[config.mk]
export PLATFORM = sky130hd
export DESIGN_NAME = spi_msg_ctrl_flat
export DESIGN_NICKNAME = d
export VERILOG_FILES = /design/src/rtl/spi_msg_ctrl_if.sv /design/src/rtl/spi_msg_ctrl.sv /design/src/flat_wrapper.sv
export SDC_FILE = /design/constraint.sdc
export NUM_CORES = 1
export LEC_CHECK = 0
export ABC_AREA = 1
export CAP_MARGIN = 10
export CORE_MARGIN = 2
export CORE_UTILIZATION = 46
export CTS_BUF_LIST = sky130_fd_sc_hd__clkbuf_4 sky130_fd_sc_hd__clkbuf_8
export CTS_CLUSTER_DIAMETER = 50
export DETAILED_ROUTE_END_ITERATION = 10
export PLACE_DENSITY = 0.85
export SYNTH_ARGS = -nofsm -noshare
export SYNTH_HDL_FRONTEND = slang
export SYNTH_SLANG_ARGS = --single-unit
export TNS_END_PERCENT = 10
[constraint.sdc]
create_clock -name sysClk -period 2.7 [get_ports sysClk]
set_input_delay 0.81 -clock sysClk [delete_from_list [all_inputs] [get_ports sysClk]]
set_output_delay 0.81 -clock sysClk [all_outputs]
set_load 0.05 [all_outputs]
[src/rtl/spi_msg_ctrl_if.sv]
// Byte-interface and register-bus signals of the SPI message controller.
// The controller connects through master; the byte interface and register file connect through slave.
interface spi_msg_ctrl_if;
  logic       ssActive;
  logic       byteRxValid;
  logic [7:0] byteRx;
  logic [7:0] byteTx;
  logic [6:0] regAddr;
  logic       regWrEn;
  logic [7:0] regWrData;
  logic       regRdEn;
  logic [7:0] regRdData;
  logic       msgActive;
  logic       msgDone;
  logic [7:0] byteCount;
  logic       overrun;

  modport master (
    input  ssActive, byteRxValid, byteRx, regRdData,
    output byteTx, regAddr, regWrEn, regWrData, regRdEn,
    output msgActive, msgDone, byteCount, overrun
  );

  modport slave (
    output ssActive, byteRxValid, byteRx, regRdData,
    input  byteTx, regAddr, regWrEn, regWrData, regRdEn,
    input  msgActive, msgDone, byteCount, overrun
  );
endinterface

[src/rtl/spi_msg_ctrl.sv]
// SPI message controller: decodes {rw, addr} command bytes and streams
// register reads/writes with auto-incrementing address.
module spi_msg_ctrl #(
  parameter logic [7:0] STATUS_BYTE = 8'hA5,
  parameter logic [7:0] FILL_BYTE   = 8'hFF
) (
  input  logic          sysClk,
  input  logic          usrReset,
  spi_msg_ctrl_if.master bus_io
);

  typedef enum logic [2:0] {StIdle, StCmd, StWrite, StFetch, StRead} state_e;

  state_e     state_q, state_d;
  logic       ss_q, ss_d;
  logic       fetch_wait_q, fetch_wait_d;
  logic [6:0] addr_q, addr_d;
  logic [7:0] byte_tx_q, byte_tx_d;
  logic       wr_en_q, wr_en_d;
  logic [7:0] wr_data_q, wr_data_d;
  logic [7:0] count_q, count_d;
  logic       overrun_q, overrun_d;
  logic       rx_ok;

  // A byte coinciding with slave-select deassertion is dropped.
  assign rx_ok = bus_io.ssActive && bus_io.byteRxValid && (state_q != StIdle);

  always_ff @(posedge sysClk or posedge usrReset) begin
    if (usrReset) begin
      state_q      <= StIdle;
      ss_q         <= 1'b1;  // forces a fresh rising edge after reset
      fetch_wait_q <= 1'b0;
      addr_q       <= 7'd0;
      byte_tx_q    <= STATUS_BYTE;
      wr_en_q      <= 1'b0;
      wr_data_q    <= 8'd0;
      count_q      <= 8'd0;
      overrun_q    <= 1'b0;
    end else begin
      state_q      <= state_d;
      ss_q         <= ss_d;
      fetch_wait_q <= fetch_wait_d;
      addr_q       <= addr_d;
      byte_tx_q    <= byte_tx_d;
      wr_en_q      <= wr_en_d;
      wr_data_q    <= wr_data_d;
      count_q      <= count_d;
      overrun_q    <= overrun_d;
    end
  end

  always_comb begin
    state_d      = state_q;
    ss_d         = bus_io.ssActive;
    fetch_wait_d = fetch_wait_q;
    addr_d       = addr_q;
    byte_tx_d    = byte_tx_q;
    wr_en_d      = 1'b0;
    wr_data_d    = wr_data_q;
    count_d      = count_q;
    overrun_d    = overrun_q;

    if (rx_ok && (count_q != 8'hFF)) count_d = count_q + 8'd1;
    // Address advances in the cycle after the write strobe is issued.
    if (wr_en_q) addr_d = addr_q + 7'd1;

    unique case (state_q)
      StIdle: begin
        byte_tx_d = STATUS_BYTE;
        if (bus_io.ssActive && !ss_q) begin
          state_d   = StCmd;
          count_d   = 8'd0;
          overrun_d = 1'b0;
        end
      end
      StCmd: begin
        if (rx_ok) begin
          addr_d       = bus_io.byteRx[6:0];
          fetch_wait_d = 1'b0;
          if (bus_io.byteRx[7]) begin
            state_d = StFetch;
          end else begin
            state_d   = StWrite;
            byte_tx_d = FILL_BYTE;
          end
        end
      end
      StWrite: begin
        if (rx_ok) begin
          wr_en_d   = 1'b1;
          wr_data_d = bus_io.byteRx;
        end
      end
      StFetch: begin
        if (rx_ok) overrun_d = 1'b1;
        if (fetch_wait_q) begin
          byte_tx_d    = bus_io.regRdData;
          state_d      = StRead;
          fetch_wait_d = 1'b0;
        end else begin
          fetch_wait_d = 1'b1;
        end
      end
      StRead: begin
        if (rx_ok) begin
          addr_d       = addr_q + 7'd1;
          state_d      = StFetch;
          fetch_wait_d = 1'b0;
        end
      end
      default: state_d = StIdle;
    endcase

    if (!bus_io.ssActive) begin
      state_d      = StIdle;
      byte_tx_d    = STATUS_BYTE;
      fetch_wait_d = 1'b0;
    end
  end

  always_comb begin
    bus_io.msgActive = (state_q != StIdle);
    bus_io.msgDone   = (state_q != StIdle) && !bus_io.ssActive && (count_q != 8'd0);
    bus_io.regRdEn   = (state_q == StFetch) && !fetch_wait_q && bus_io.ssActive;
    bus_io.regWrEn   = wr_en_q;
    bus_io.regAddr   = addr_q;
    bus_io.regWrData = wr_data_q;
    bus_io.byteTx    = byte_tx_q;
    bus_io.byteCount = count_q;
    bus_io.overrun   = overrun_q;
  end

endmodule

[src/flat_wrapper.sv]
// flat-port wrapper written by rule: the top's interface ports become plain ports
module spi_msg_ctrl_flat 
#(
  parameter logic [7:0] STATUS_BYTE = 8'hA5,
  parameter logic [7:0] FILL_BYTE   = 8'hFF
)
  (sysClk, usrReset, bus_io_ssActive, bus_io_byteRxValid, bus_io_byteRx, bus_io_regRdData, bus_io_byteTx, bus_io_regAddr, bus_io_regWrEn, bus_io_regWrData, bus_io_regRdEn, bus_io_msgActive, bus_io_msgDone, bus_io_byteCount, bus_io_overrun);
  spi_msg_ctrl_if bus_io_i ();
  input  logic sysClk;
  input  logic usrReset;
  input wire logic [$bits(bus_io_i.ssActive)-1:0] bus_io_ssActive;
  input wire logic [$bits(bus_io_i.byteRxValid)-1:0] bus_io_byteRxValid;
  input wire logic [$bits(bus_io_i.byteRx)-1:0] bus_io_byteRx;
  input wire logic [$bits(bus_io_i.regRdData)-1:0] bus_io_regRdData;
  output wire logic [$bits(bus_io_i.byteTx)-1:0] bus_io_byteTx;
  output wire logic [$bits(bus_io_i.regAddr)-1:0] bus_io_regAddr;
  output wire logic [$bits(bus_io_i.regWrEn)-1:0] bus_io_regWrEn;
  output wire logic [$bits(bus_io_i.regWrData)-1:0] bus_io_regWrData;
  output wire logic [$bits(bus_io_i.regRdEn)-1:0] bus_io_regRdEn;
  output wire logic [$bits(bus_io_i.msgActive)-1:0] bus_io_msgActive;
  output wire logic [$bits(bus_io_i.msgDone)-1:0] bus_io_msgDone;
  output wire logic [$bits(bus_io_i.byteCount)-1:0] bus_io_byteCount;
  output wire logic [$bits(bus_io_i.overrun)-1:0] bus_io_overrun;
  assign bus_io_i.ssActive = bus_io_ssActive;
  assign bus_io_i.byteRxValid = bus_io_byteRxValid;
  assign bus_io_i.byteRx = bus_io_byteRx;
  assign bus_io_i.regRdData = bus_io_regRdData;
  assign bus_io_byteTx = bus_io_i.byteTx;
  assign bus_io_regAddr = bus_io_i.regAddr;
  assign bus_io_regWrEn = bus_io_i.regWrEn;
  assign bus_io_regWrData = bus_io_i.regWrData;
  assign bus_io_regRdEn = bus_io_i.regRdEn;
  assign bus_io_msgActive = bus_io_i.msgActive;
  assign bus_io_msgDone = bus_io_i.msgDone;
  assign bus_io_byteCount = bus_io_i.byteCount;
  assign bus_io_overrun = bus_io_i.overrun;
  spi_msg_ctrl #(.STATUS_BYTE(STATUS_BYTE), .FILL_BYTE(FILL_BYTE)) u_core (.sysClk(sysClk), .usrReset(usrReset), .bus_io(bus_io_i));
endmodule
# Yosys cells after proc, flatten, opt, wreduce, memory -nomap -nowiden
# Index checks and enable logic that the tools add are counted.
op_classes:
  add_sub_neg: 2
  n_eq_ne: 16
  n_mux: 28
  reduce_logical: 21
op_table:
  columns: ["operator", "count"]
  rows:
  - ["2-to-1 mux 8 bit", 7]
  - ["one-hot mux 8 bit (3 select lines)", 1]
  - ["2-to-1 mux 7 bit", 3]
  - ["inequality test 3 x 2 -> 1 bit, second input constant", 6]
  - ["2-to-1 mux 3 bit", 5]
  - ["one-hot mux 3 bit (5 select lines)", 1]
  - ["one-hot mux 7 bit (2 select lines)", 1]
  - ["adder 8 x 1 -> 8 bit, second input constant", 1]
  - ["logical AND 1 bit", 8]
  - ["2-to-1 mux 1 bit", 8]
  - ["inequality test 8 bit, second input constant", 1]
  - ["nonzero test 8 bit", 1]
  - ["adder 7 x 1 -> 7 bit, second input constant", 1]
  - ["== test 3 x 2 -> 1 bit, second input constant", 2]
  - ["AND reduction 5 bit", 1]
  - ["inequality test 2 x 1 -> 1 bit, second input constant", 2]
  - ["inequality test 4 x 1 -> 1 bit, second input constant", 1]
  - ["one-hot mux 1 bit (2 select lines)", 2]
  - ["AND reduction 2 bit", 2]
  - ["AND reduction 4 bit", 1]
  - ["== test 3 x 1 -> 1 bit, second input constant", 1]
  - ["== test 3 bit, second input constant", 1]
  - ["logical NOT 1 bit", 3]
  - ["logical NOT 3 bit", 1]
  - ["6 further kinds", 6]
word_totals:
  regBits: 38
  input_bits: 20
  output_inout_bits: 36
  word_cells: 76

# Logic depth before layout (Yosys ltp)
# Gate-level depths: netlist of run 1.
logic_depth:
  word_depth: 6
  depth_mapped: 9
  mapped_depth_nobuf: 9

# Least setup slack after synthesis of run 1
# OpenSTA, ideal clock, no wires.
synth_timing:
  kind: "flip-flop to output port"
  startpoint: "register u_core.count_q[0], in the netlist u_core.bus_io.byteCount[0]"
  endpoint: "output bus_io_msgDone"
  arrival_time_ns: 1.891
  path_slack_ns: -0.001
  stages_incl_launch_ff: 4
  path_buffers: 0
  cell_sequence: "dfrtp_1 inv_1 ha_1 a41oi_1"
synth_between:
  elab_chain_cells: 2
synth_rtl:
  columns: ["element", "line_no", "source"]
  rows:
  - ["start, declared", "spi_msg_ctrl.sv:21", "logic [7:0] count_q, count_d;"]
  - ["start signal, assigned", "spi_msg_ctrl.sv:47", "count_q <= count_d;"]
  - ["nonzero test 8 bit", "spi_msg_ctrl.sv:123", "bus_io.msgDone = (state_q != StIdle) && !bus_io.ssActive && (count_q != 8'd0);"]
  - ["logical AND 1 bit", "spi_msg_ctrl.sv:123", null]
  - ["end, declared", "flat_wrapper.sv:21", "output wire logic [$bits(bus_io_i.msgDone)-1:0] bus_io_msgDone;"]
# No other way between the ends.

# Final worst setup path of run 1
layout_timing:
  startpoint: "register u_core.state_q[0]"
  endpoint: "output bus_io_msgActive"
layout_between:
  elab_chain_cells: 1
layout_rtl:
  columns: ["element", "line_no", "source"]
  rows:
  - ["start, declared", "spi_msg_ctrl.sv:14", "state_e state_q, state_d;"]
  - ["start signal, assigned", "spi_msg_ctrl.sv:30", "state_q <= StIdle;"]
  - ["start signal, assigned", "spi_msg_ctrl.sv:40", "state_q <= state_d;"]
  - ["nonzero test 3 bit", "spi_msg_ctrl.sv:122", "bus_io.msgActive = (state_q != StIdle);"]
  - ["end, declared", "flat_wrapper.sv:20", "output wire logic [$bits(bus_io_i.msgActive)-1:0] bus_io_msgActive;"]
# No other way between the ends.

==> results.md, run 1 <==
- Clock power share: 0.136
- Crit path max-delay cell type: clkdlybuf4s50_1
- Biggest area contributors in the synthesized netlist: dfrtp_1 38%, nand2_1 13%, nand3_1 6.5%, inv_1 6.4%, dfstp_2 6.1%
- Max_slew headroom: 0.659
- Number of fill cells: 365
- Actual transition at the worst max-transition pin: 0.509 ns
- Number of antenna violations at the first check in global routing: 0
- Number of setup violations in the final report: 0
- Peak ir drop on the vdd network: 0.572 mV
- Count of hold buffers inserted by post-cts repair: 0
- Netlist area before placement: 0.00216 sq mm
- Worst hold path type: register to register
- Global Route met3 Usage: 0.0500
- Required time of the critical path: 1.89 ns
- Number of sinks handled by clock tree synthesis: 38
- Aggregate negative setup slack: 0 ns
- Global placer's final weighted congestion: 0.897
- Worst-skew pair later-pin latency: 0.29 ns
- Post-detailed-routing wire length: 5.14 mm
- Std-Cell Rows: 24
- TritonCTS Buffers: 5
- Count of flip-flops with a built-in enable after synthesis: 0
- Worst-path clk slew: 0.07 ns
- Starting Density: 0.486
- Distinct cell type count after synthesis: 32
- Result of the run: finished, final reports clean
- Die span in x: 72.5 um
- Pin count of the biggest net entering global routing: 39
- Global-route wire length before repair: 8.60 mm
- Number of post-CTS setup repair buffers: 0
- Overall overflow remaining after global route: 0
- Iteration count of the initial detailed-routing pass: 4
- Post-synthesis register bit count: 38
- Maximum net fanout on the critical path: 5
- Highest-utilization routing layer at the global route stage: met2
- Quantity of gates resized following cts: 0
- Final antenna-violating net count: 0
- Share of final-layout standard cells stronger than drive strength 1: 0.101
- Leading area contributor after synthesis: dfrtp_1
- Async set-reset flop share out of synthesis: 1.00
- Final critical delay including setup and external delays: 2.58 ns
- Sort of element at the end of the critical path: output port
- Dominant register cell in the synthesized netlist: dfrtp_1
- Hold Worst Slack: 0.469 ns
- Leak: 1.40 nW
- Cells traversed along the worst timing path: nor2_2, nand2_4, clkdlybuf4s50_1
- Layout Nets: 368
- Power per cell area: 1030 mW/mm^2
- Reg power frac: 0.290
- Portion of the clock cycle consumed by the worst path in the final layout: 0.956
- Number of I/O pins: 56
- Setup repair after global routing missed its margin: no
- Number of max-cap violations: 0
- Number of antenna diodes: 0
- Synth Instances: 282
- Cell Int Power: 1.54 mW
- Maximum clock frequency: 387 MHz
- Global-route usage over all layers: 0.213
- Core Box Area: 0.00444 sq mm
- Longest Clk Path Bufs: 2
- Area share of the leading cell type in the synthesized netlist: 0.383
- Final Hold Viols: 0
- Number of pins with negative max-slew slack in the final report: 0
- Number of warning messages in the yosys log: 0
- Library cell used as clock root buffer: clkbuf_8
- Global-route track usage on met2: 0.336
- Deepest level of the CTS H-tree: 2
- Net Sw Frac: 0.490
- Average wire per cell in the routed design: 12.9 um
- Biggest cell delay along the critical path: 0.71 ns
- Placed wire-length estimate: 3.87 mm
- Worst setup path class: register to output port
- Startpoint class of the critical path: register
- Die area: 0.00526 sq mm
- Combinational share of power: 0.574
- Die H: 72.5 um
- Starting DRC count in detailed routing: 149
- Data arrival, critical path: 1.77 ns
- Count of buffers inserted at the top-level ports: 55
- Vias: 2098
- TritonCTS clock tree: done
- Syn-to-layout area delta: 35.7%
- Clock Skews: 0.00456 ns
- Proportion of synthesized chip area in sequential cells: 0.443
- DRC violation count after routing: 0
- Switching power: 1.48 mW
- Via-per-instance ratio: 5.27
- Post-synthesis average cell area: 7.65 sq um
- Number of global-route vias before repair: 1930
- Total nets after synthesis: 305
- Global routing usage on met1: 0.275
==> layer usage <==
metal  routed length (um)  share of wire
met2                 2440           0.48
met3                  346          0.067
met4                  100          0.019
met1                 2250           0.44
met5                    0              0
==> power groups by stage <==
stage | clock network, mW | logic, mW | registers [mW]
3_3_place_gp | 0 | 1.70 | 0.877
3_5_place_dp | 0 | 1.73 | 0.884
4_1_cts | 0.421 | 1.73 | 0.876
2_1_floorplan | 0 | 0.710 | 1.35
6_report | 0.410 | 1.73 | 0.876
5_1_grt | 0.446 | 1.86 | 0.897
==> cell families (layout without fill, tap and decap cells) <==
family	Yosys count	count (layout)	share of synthesized area
flip-flops	38	38	0.443
buffers and inverters	44	108	0.0846
adder cells (fa/ha/maj)	3	3	0.0174
AO/OA/AOI/OAI	46	46	0.132
AND/OR/NAND/NOR	146	146	0.302
XOR/XNOR	5	5	0.0203
==> cell usage in the layout, fill, tap and decap left out, types with 2 or more instances in the layout <==
cell type and count:
o211ai_1 8, nor2_1 21, xor2_1 4, nand3_1 28, inv_1 37, nand2_1 77, a211oi_1 2, clkbuf_8 6
o21bai_1 2, buf_12 3, a21oi_1 14, nand2_4 4, nor3_1 8, ha_1 3, dfstp_2 5, o21ai_0 15
clkdlybuf4s50_1 52, dfrtp_1 33, buf_4 5, nor2_2 3
==> critical path: cells and delay by family, from the launching register on <==
| kind | cells | cell delay [ns] |
|---|---|---|
| buffers and inverters | 1 | 0.71 |
| DFF | 1 | 0.43 |
| and+or+nand+nor | 2 | 0.33 |
==> sequential cells by signal (all words and copies together) (netlist names) <==
name and count:
u_core.bus_io.byteCount 8, u_core.bus_io.byteTx 8, u_core.bus_io.overrun 1, u_core.bus_io.regAddr 7, u_core.bus_io.regWrData 8, u_core.bus_io.regWrEn 1, u_core.fetch_wait_q 1, u_core.ss_q 1
u_core.state_q 3
==> per-stage QoR <==
stage	cells	area, sq um	utilization	setup slack, ns	total power [mW]
CTS	398	2930	0.658	0.0471	3.03
floorplan	282	2170	-	0.298	2.06
global placement	390	2830	0.637	0.0630	2.58
finish	398	2930	0.659	0.119	3.02
detailed placement	390	2830	0.637	0.0509	2.61
global route	398	2930	0.659	0.0585	3.20
==> worst paths after layout <==
| kind | startpoint | end | slack (ns) | depth (start not counted) |
|---|---|---|---|---|
| worst max register to register | u_core.bus_io.regAddr[0] | u_core.bus_io.regAddr[4] | 1.08 | 8 |
| min in group asynchronous | usrReset | u_core.bus_io.regWrData[3] | 0.93 | 3 |
| max in group asynchronous | usrReset | u_core.bus_io.byteTx[2] | 1.42 | 3 |
| worst min-delay path | u_core.bus_io.regWrData[0] | u_core.bus_io.regWrData[0] | 0.47 | 2 |
| worst min register to register | u_core.bus_io.regWrData[0] | u_core.bus_io.regWrData[0] | 0.47 | 2 |
| worst max-delay path | u_core.state_q[0] | bus_io_msgActive | 0.12 | 3 |
==> cells in the mapped netlist (2+ instances only) <==
library cell  count
dfstp_2           5
xor2_1            4
ha_1              3
dfrtp_1          33
nand2_4           4
nand3_1          28
clkbuf_1          2
nor2_2            3
a21oi_1          14
o21ai_0          15
inv_1            37
nor2_1           21
buf_2             2
o21bai_1          2
nand2_1          77
o211ai_1          8
a211oi_1          2
nor3_1            8
==> cell type report <==
class                      instances  area (sq um)  share of cell area
clock buffer                       7          90.1              0.0308
clock inverter                     1          5.00             0.00171
inverter                          39           154              0.0526
multi-input combinational        200          1030               0.350
sequential                        38           957               0.327
tap                               52          65.1              0.0222
timing repair buffer              61           631               0.215
No activity file was read; power rests on OpenSTA's default activity.
==> run 2, diff against run 1 <==
--- a/config.mk
+++ b/config.mk
@@ -11,6 +11,7 @@
 export CORE_UTILIZATION = 46
 export CTS_BUF_LIST = sky130_fd_sc_hd__clkbuf_4 sky130_fd_sc_hd__clkbuf_8
 export CTS_CLUSTER_DIAMETER = 50
+export CTS_CLUSTER_SIZE = 16
 export DETAILED_ROUTE_END_ITERATION = 10
 export PLACE_DENSITY = 0.85
 export SYNTH_ARGS = -nofsm -noshare
==> constraint.sdc (replaced) <==
create_clock -name sysClk -period 2.5 [get_ports sysClk]
set_input_delay 0.75 -clock sysClk [delete_from_list [all_inputs] [get_ports sysClk]]
set_output_delay 0.75 -clock sysClk [all_outputs]
set_load 0.05 [all_outputs]
==> results.md, run 2 (synthesis gave the netlist of run 1 again) <==
- Result of the run: finished, final reports clean
- Worst setup path class: input port to output port
- Power per cell area: 1100 mW/mm^2 (+6.8%)
- Std-Cell Rows: 24 (unchanged)
- Reg-to-Reg End: u_core.bus_io.byteTx[4]
- Average wire per cell in the routed design: 13.1 um (+1.3%)
- Number of fill cells: 395 (+8.2%)
- Final critical delay including setup and external delays: 2.45 ns
- Setup repair after global routing missed its margin: yes
- Syn-to-layout area delta: 36.8%
- Longest Clk Path Bufs: 2 (unchanged)
- Number of I/O pins: 56 (unchanged)
- Max_slew headroom: 0.656 (-0.00299)
- Pre-CTS WS: 0.0404 ns (-0.0105 ns)
- Number of setup violations in the final report: 0 (unchanged)
- Global placer's final weighted congestion: 0.896 (about the same)
- Reg power frac: 0.290 (about the same)
- Core Box Area: 0.00444 sq mm (unchanged)
- Count of buffers inserted at the top-level ports: 55 (unchanged)
- Net Sw Frac: 0.496 (+0.00609)
- Number of sinks handled by clock tree synthesis: 38 (unchanged)
- Worst-skew pair later-pin latency: 0.29 ns (about the same)
- TritonCTS Buffers: 5 (unchanged)
- Layout Nets: 371 (+0.82%)
- Overall overflow remaining after global route: 0 (unchanged)
- Number of global-route vias before repair: 2067 (+7.1%)
- Required time of the critical path: 1.75 ns (-0.14 ns)
- Leak: 1.43 nW (+2.0%)
- Clock power share: 0.130 (-0.006)
- Starting DRC count in detailed routing: 184 (+23%)
- Starting Density: 0.486 (unchanged)
- Most common cell after layout, fill and taps aside: nand2_1
- Worst setup path startpoint: bus_io_ssActive
- Hold Worst Slack: 0.478 ns (+0.00849 ns)
- Pin count of the biggest net entering global routing: 39 (unchanged)
- Register-to-register path setup slack: 0.87 ns (-0.21 ns)
- Post-detailed-routing wire length: 5.25 mm (+2.1%)
- Deepest level of the CTS H-tree: 2 (unchanged)
- Inst Count DP: 393 (+0.77%)
- Final Util: 0.664 (+0.00563)
- Library cell used as clock root buffer: clkbuf_8
- Die span in x: 72.5 um (unchanged)
- DRC violation count after routing: 0 (unchanged)
- Vias: 2137 (+1.9%)
- Number of antenna diodes: 0 (unchanged)
- Number of max-cap violations: 0 (unchanged)
- Data arrival, critical path: 1.70 ns (-0.07 ns)
- Cell Area, Placed: 0.00287 sq mm (+1.2%)
- Final worst-path setup slack: 0.0514 ns (-0.0676 ns)
- Final Hold Viols: 0 (unchanged)
- Share of final-layout standard cells stronger than drive strength 1: 0.112 (+0.0106)
- Register cell area after layout: 957 sq um (unchanged)
- Combinational share of power: 0.580 (+0.006)
- Global-route wire length before repair: 9.14 mm (+6.2%)
- Via-per-instance ratio: 5.33 (+1.1%)
- Aggregate negative setup slack: 0 ns (unchanged)
- Startpoint class of the critical path: input port
- Endpoint of the worst hold path: u_core.bus_io.regWrData[2]
- TritonCTS clock tree: done
- Die H: 72.5 um (unchanged)
- Final Power: 3.25 mW (+7.7%)
- Launch point of the worst hold path: u_core.bus_io.regWrData[2]
- Portion of the clock cycle consumed by the worst path in the final layout: 0.979
- Placed wire-length estimate: 3.94 mm (+1.8%)
- Final cell area excluding filler cells: 0.00295 sq mm (+0.85%)
- Worst-path clk slew: 0.07 ns (about the same)
- Number of antenna violations at the first check in global routing: 0 (unchanged)
- Number of post-CTS setup repair buffers: 0 (unchanged)
- Top library cells by usage in the layout, fill and taps aside: 77 x nand2_1, 51 x clkdlybuf4s50_1, 36 x inv_1, 33 x dfrtp_1, 28 x nand3_1
- Number of instances on the worst hold path: 2 (unchanged)
- Actual transition at the worst max-transition pin: 0.514 ns (+0.00448 ns)
- Final antenna-violating net count: 0 (unchanged)
- Final cell count without fillers: 401 (+0.75%)
- Maximum net fanout on the critical path: 2 (-3)
- Sort of element at the end of the critical path: output port
- Peak ir drop on the vdd network: 0.681 mV (+19%)
- Area of the multi-input gates: 0.00103 sq mm (unchanged)
- Die area: 0.00526 sq mm (unchanged)
- Iteration count of the initial detailed-routing pass: 5 (+1)
- Maximum clock frequency: 408 MHz
- Number of pins with negative max-slew slack in the final report: 0 (unchanged)
- Worst hold path type: register to register
- Cell Int Power: 1.64 mW (+6.4%)
- Switching power: 1.61 mW (+9.0%)
- Number of cells traversed by the worst register-to-register path: 10 (+2)
- Reg-to-Reg Start: u_core.state_q[2]
- Count of hold buffers inserted by post-cts repair: 0 (unchanged)
- Clock Skews: 0.00794 ns (+0.00337 ns)
- Global-route usage over all layers: 0.220 (+0.00702)
## run 2: critical path, cell delays in order
cell,delay [ns]
clkdlybuf4s50_1,0.43
inv_1,0.08
nand2_1,0.06
a41oi_2,0.20
buf_12,0.17
## run 2: layout make-up
cell class,count,share of cell area
Tap cell,52,0.0220
Sequential cell,38,0.324
Clock buffer,6,0.0258
Clock inverter,2,0.00339
Multi-Input combinational cell,200,0.347
Timing Repair Buffer,64,0.225
Inverter,39,0.0521
## run 2: worst max-delay path by stage
stage                endpoint  cells after the start
2_1_floorplan  bus_io_msgDone                      3
3_3_place_gp   bus_io_regRdEn                      5
3_5_place_dp   bus_io_regRdEn                      5
4_1_cts        bus_io_regRdEn                      5
5_1_grt        bus_io_msgDone                      5
6_report       bus_io_msgDone                      5
## run 2: repair_timing
action | CTS | global route
setup endpoints to repair | 1 | 3
pin swaps | 0 | 0
gates cloned | 0 | 0
gates resized for setup | 1 | 2
## run 2: per-layer routing
layer | GRT usage | vias to the layer above | wire length, um
li1 | - | 1052 | -
met1 | 0.286 | 976 | 2260
met2 | 0.365 | 89 | 2490
met3 | 0.0431 | 20 | 379
met4 | 0.0802 | 0 | 123
met5 | 0 | - | 0
## run 2: power by group through the flow
stage,logic (mW),clock network (mW),registers [mW]
2_1_floorplan,0.767,0,1.46
3_3_place_gp,1.85,0,0.947
3_5_place_dp,1.88,0,0.949
4_1_cts,1.89,0.427,0.940
5_1_grt,2.03,0.462,0.964
6_report,1.89,0.423,0.941
==> run 3, diff against run 2 <==
--- a/config.mk
+++ b/config.mk
@@ -5,7 +5,6 @@
 export SDC_FILE = /design/constraint.sdc
 export NUM_CORES = 1
 export LEC_CHECK = 0
-export ABC_AREA = 1
 export CAP_MARGIN = 10
 export CORE_MARGIN = 2
 export CORE_UTILIZATION = 46
==> constraint.sdc (replaced) <==
create_clock -name sysClk -period 2.6 [get_ports sysClk]
set_input_delay 0.78 -clock sysClk [delete_from_list [all_inputs] [get_ports sysClk]]
set_output_delay 0.78 -clock sysClk [all_outputs]
set_load 0.05 [all_outputs]
==> results.md, run 3 <==
- Result of the run: finished, final reports clean
- Number of cells traversed by the worst register-to-register path: 5 (-5)
- Setup repair after global routing missed its margin: no
- Biggest area contributors in the synthesized netlist: dfrtp_1 37%, dfstp_2 6.0%, mux2_2 4.1%, nand2_1 3.9%, xnor2_1 2.8%
- Reg power frac: 0.294 (+0.004)
- Endpoint of the worst hold path: u_core.bus_io.regWrData[5]
- CP Buf/Inv Count: 1 (-2)
- Data arrival, critical path: 1.73 ns (+0.03 ns)
- Aggregate negative setup slack: 0 ns (unchanged)
- Final worst-path setup slack: 0.0872 ns (+0.0358 ns)
- Area share of the leading cell type in the synthesized netlist: 0.375 (-0.00803)
- Required time of the critical path: 1.82 ns (+0.07 ns)
- Maximum net fanout on the critical path: 11 (+9)
- Top library cells by usage in the layout, fill and taps aside: 51 x clkdlybuf4s50_1, 33 x dfrtp_1, 23 x nand2_1, 13 x nor2_1, 13 x buf_4
- Final Util: 0.641 (-0.0236)
- DRC violation count after routing: 0 (unchanged)
- Worst setup path class: register to output port
- Global placer's final weighted congestion: 0.865 (-3.5%)
- Launch point of the worst hold path: u_core.bus_io.regWrData[5]
- Simple-gate area share of the yosys netlist: 0.205 (-0.0971)
- Register-to-register path setup slack: 0.74 ns (-0.13 ns)
- Std-Cell Rows: 25 (+4.2%)
- Post-synthesis compound-gate area fraction: 0.179 (+0.0466)
- Global-route usage over all layers: 0.208 (-0.0113)
- Count of flip-flops with a built-in enable after synthesis: 0 (unchanged)
- Reg-to-Reg Start: u_core.state_q[1]
- Core Box Area: 0.00466 sq mm (+4.9%)
- Via-per-instance ratio: 5.82 (+9.3%)
- Starting Density: 0.473 (-0.0126)
- Vias: 1992 (-6.8%)
- Leading area contributor after synthesis: dfrtp_1
- Distinct cell type count after synthesis: 56 (+75%)
- Switching power: 1.45 mW (-10%)
- Share of final-layout standard cells stronger than drive strength 1: 0.194 (+0.0827)
- Synth Instances: 224 (-21%)
- Iteration count of the initial detailed-routing pass: 4 (-1)
- Post-detailed-routing wire length: 5.34 mm (+1.8%)
- Library cell used as clock root buffer: clkbuf_8
- Cell Int Power: 1.64 mW (+0.18%)
- Sort of element at the end of the critical path: output port
- Share of synthesized area spent on multiplexers: 0.0817 (+0.0817)
- Adder-cell share of the synthesized area: 0.0170 (-0.000365)
- Number of global-route vias before repair: 1890 (-8.6%)
- Actual transition at the worst max-transition pin: 0.527 ns (+0.0126 ns)
- Quantity of gates resized following cts: 2 (+1)
- Xor and xnor fraction of the mapped netlist area: 0.0318 (+0.0115)
- Placed wire-length estimate: 3.85 mm (-2.1%)
- Worst-skew pair later-pin latency: 0.30 ns (about the same)
- Final Hold Viols: 0 (unchanged)
- Die H: 73.2 um (+1.0%)
- Final critical delay including setup and external delays: 2.51 ns
- Final Power: 3.09 mW (-4.9%)
- Die span in x: 73.2 um (+1.0%)
- Inst Count DP: 334 (-15%)
- Crit path max-delay cell type: clkdlybuf4s50_1
- Peak ir drop on the vdd network: 0.668 mV (-2.0%)
- Number of warning messages in the yosys log: 0 (unchanged)
- Net Sw Frac: 0.469 (-0.0268)
- Worst-path clk slew: 0.07 ns (about the same)
- Number of setup violations in the final report: 0 (unchanged)
- Count of buffers inserted at the top-level ports: 55 (unchanged)
- Power per cell area: 1040 mW/mm^2 (-5.9%)
- Clock Skews: 0.0134 ns (+0.00551 ns)
- Max_slew headroom: 0.648 (-0.00790)
- Deepest level of the CTS H-tree: 2 (unchanged)
- Startpoint class of the critical path: register
- Number of sinks handled by clock tree synthesis: 38 (unchanged)
- Path length in cells of the critical path: 1 (-4)
- Number of antenna violations at the first check in global routing: 0 (unchanged)
- Number of pins with negative max-slew slack in the final report: 0 (unchanged)
- Post-synthesis average cell area: 9.84 sq um (+29%)
- Portion of the clock cycle consumed by the worst path in the final layout: 0.966
- Post-synthesis register bit count: 38 (unchanged)
- Number of instances on the worst hold path: 1 (-1)
- Global-route wire length before repair: 8.65 mm (-5.3%)
- Final cell count without fillers: 342 (-15%)
- Leak: 1.29 nW (-9.8%)
- Number of post-CTS setup repair buffers: 0 (unchanged)
- Worst hold path type: register to register
- Layout Nets: 310 (-16%)
- TritonCTS clock tree: done
- Commonest cells in the synthesized netlist: 33 x dfrtp_1, 23 x nand2_1, 14 x nor2_1
- Top-count cell post-synth: dfrtp_1
- Longest Clk Path Bufs: 2 (unchanged)
- Dominant register cell in the synthesized netlist: dfrtp_1
- Clock power share: 0.140 (+0.010)
- Syn-to-layout area delta: 35.5%
- Number of max-cap violations: 0 (unchanged)
- Top Family by Delay on Critical Path: buffers and inverters
- Overall overflow remaining after global route: 0 (unchanged)
- TritonCTS Buffers: 5 (unchanged)
- Reg-to-Reg End: u_core.bus_io.byteCount[4]
- Number of antenna diodes: 0 (unchanged)
- Async set-reset flop share out of synthesis: 1.00 (unchanged)
- Most common cell after layout, fill and taps aside: clkdlybuf4s50_1
- Die area: 0.00536 sq mm (+2.0%)
- Biggest cell delay along the critical path: 0.88 ns (+0.45 ns)
- Proportion of synthesized chip area in sequential cells: 0.434 (-0.00931)
- Number of I/O pins: 56 (unchanged)
- Count of hold buffers inserted by post-cts repair: 0 (unchanged)
- Number of fill cells: 387 (-2.0%)
- Netlist area before placement: 0.00220 sq mm (+2.1%)
- Average wire per cell in the routed design: 15.6 um (+19%)
- Pre-CTS WS: 0.0155 ns (-0.0249 ns)
- Combinational share of power: 0.566 (-0.014)
- Starting DRC count in detailed routing: 112 (-39%)
- Final antenna-violating net count: 0 (unchanged)
- Pin count of the biggest net entering global routing: 39 (unchanged)
- Total nets after synthesis: 247 (-19%)
- Maximum clock frequency: 398 MHz
- Main combinational cell family by area after synthesis: simple AND/OR/NAND/NOR gates
- Cells traversed along the worst timing path: clkdlybuf4s50_1
run 3: changes by cell type after synthesis, sizes merged, moves of 6 or more:
cell / before / now
o22a: 0 / 6
nor2: 25 / 14
xnor2: 1 / 7
inv: 39 / 13
o211ai: 8 / 0
mux2: 0 / 10
buf: 3 / 9
nand2: 81 / 23
nand3: 29 / 8
mux2i: 0 / 6
run 3: routing by layer:
layer,vias up,routed length [um],global-route usage
met5,-,0,0
met4,0,75,0.0761
met3,8,316,0.0456
met2,71,2560,0.341
met1,963,2390,0.270
li1,950,-,-
run 3: how the worst max path moves through the flow:
| stage | to | start | slack, ns |
|---|---|---|---|
| 6_report | bus_io_regWrEn | u_core.bus_io.regWrEn | 0.09 |
| 5_1_grt | bus_io_regWrEn | u_core.bus_io.regWrEn | 0.04 |
| 4_1_cts | bus_io_regWrEn | u_core.bus_io.regWrEn | 0.08 |
| 3_5_place_dp | bus_io_regRdEn | bus_io_ssActive | 0.02 |
| 3_3_place_gp | bus_io_regRdEn | bus_io_ssActive | -0.004 |
| 2_1_floorplan | bus_io_regRdEn | bus_io_ssActive | 0.19 |
run 3: kinds of logic after synthesis:
group,count (synthesis)
simple gates,81
compound gates,53
flops,38
buf+inv,25
mux,16
xor+xnor,8
fa+ha+maj,3
run 3: area by class of cell:
type / count / area [sq um] / share of cell area
Clock buffer: 7 / 90.1 / 0.0302
Clock inverter: 1 / 5.00 / 0.00168
Inverter: 13 / 48.8 / 0.0163
Multi-Input combinational cell: 161 / 1140 / 0.382
Sequential cell: 38 / 957 / 0.320
Tap cell: 54 / 67.6 / 0.0226
Timing Repair Buffer: 68 / 677 / 0.227
run 3: power groups by stage:
stage	Sequential (mW)	Clock (mW)	Combinational (mW)
after global placement	0.911	0	1.71
after detailed placement	0.917	0	1.73
after floorplan	1.38	0	0.721
after global routing	0.931	0.465	1.85
after CTS	0.908	0.439	1.75
final	0.910	0.432	1.75
run 3: per-stage QoR:
step / cell area, sq um / hold WS [ns]
2_1_floorplan: 2210 / 0.554
3_3_place_gp: 2890 / 0.487
3_5_place_dp: 2890 / 0.493
4_1_cts: 2990 / 0.511
5_1_grt: 2990 / 0.524
6_report: 2990 / 0.507
run 3: worst register-to-register path: stages, from the launching register on:
cell and delay (ns):
dfrtp_1 0.50, buf_4 0.24, o311ai_2 0.51, a41oi_2 0.15, nand4_1 0.17, mux2i_1 0.21
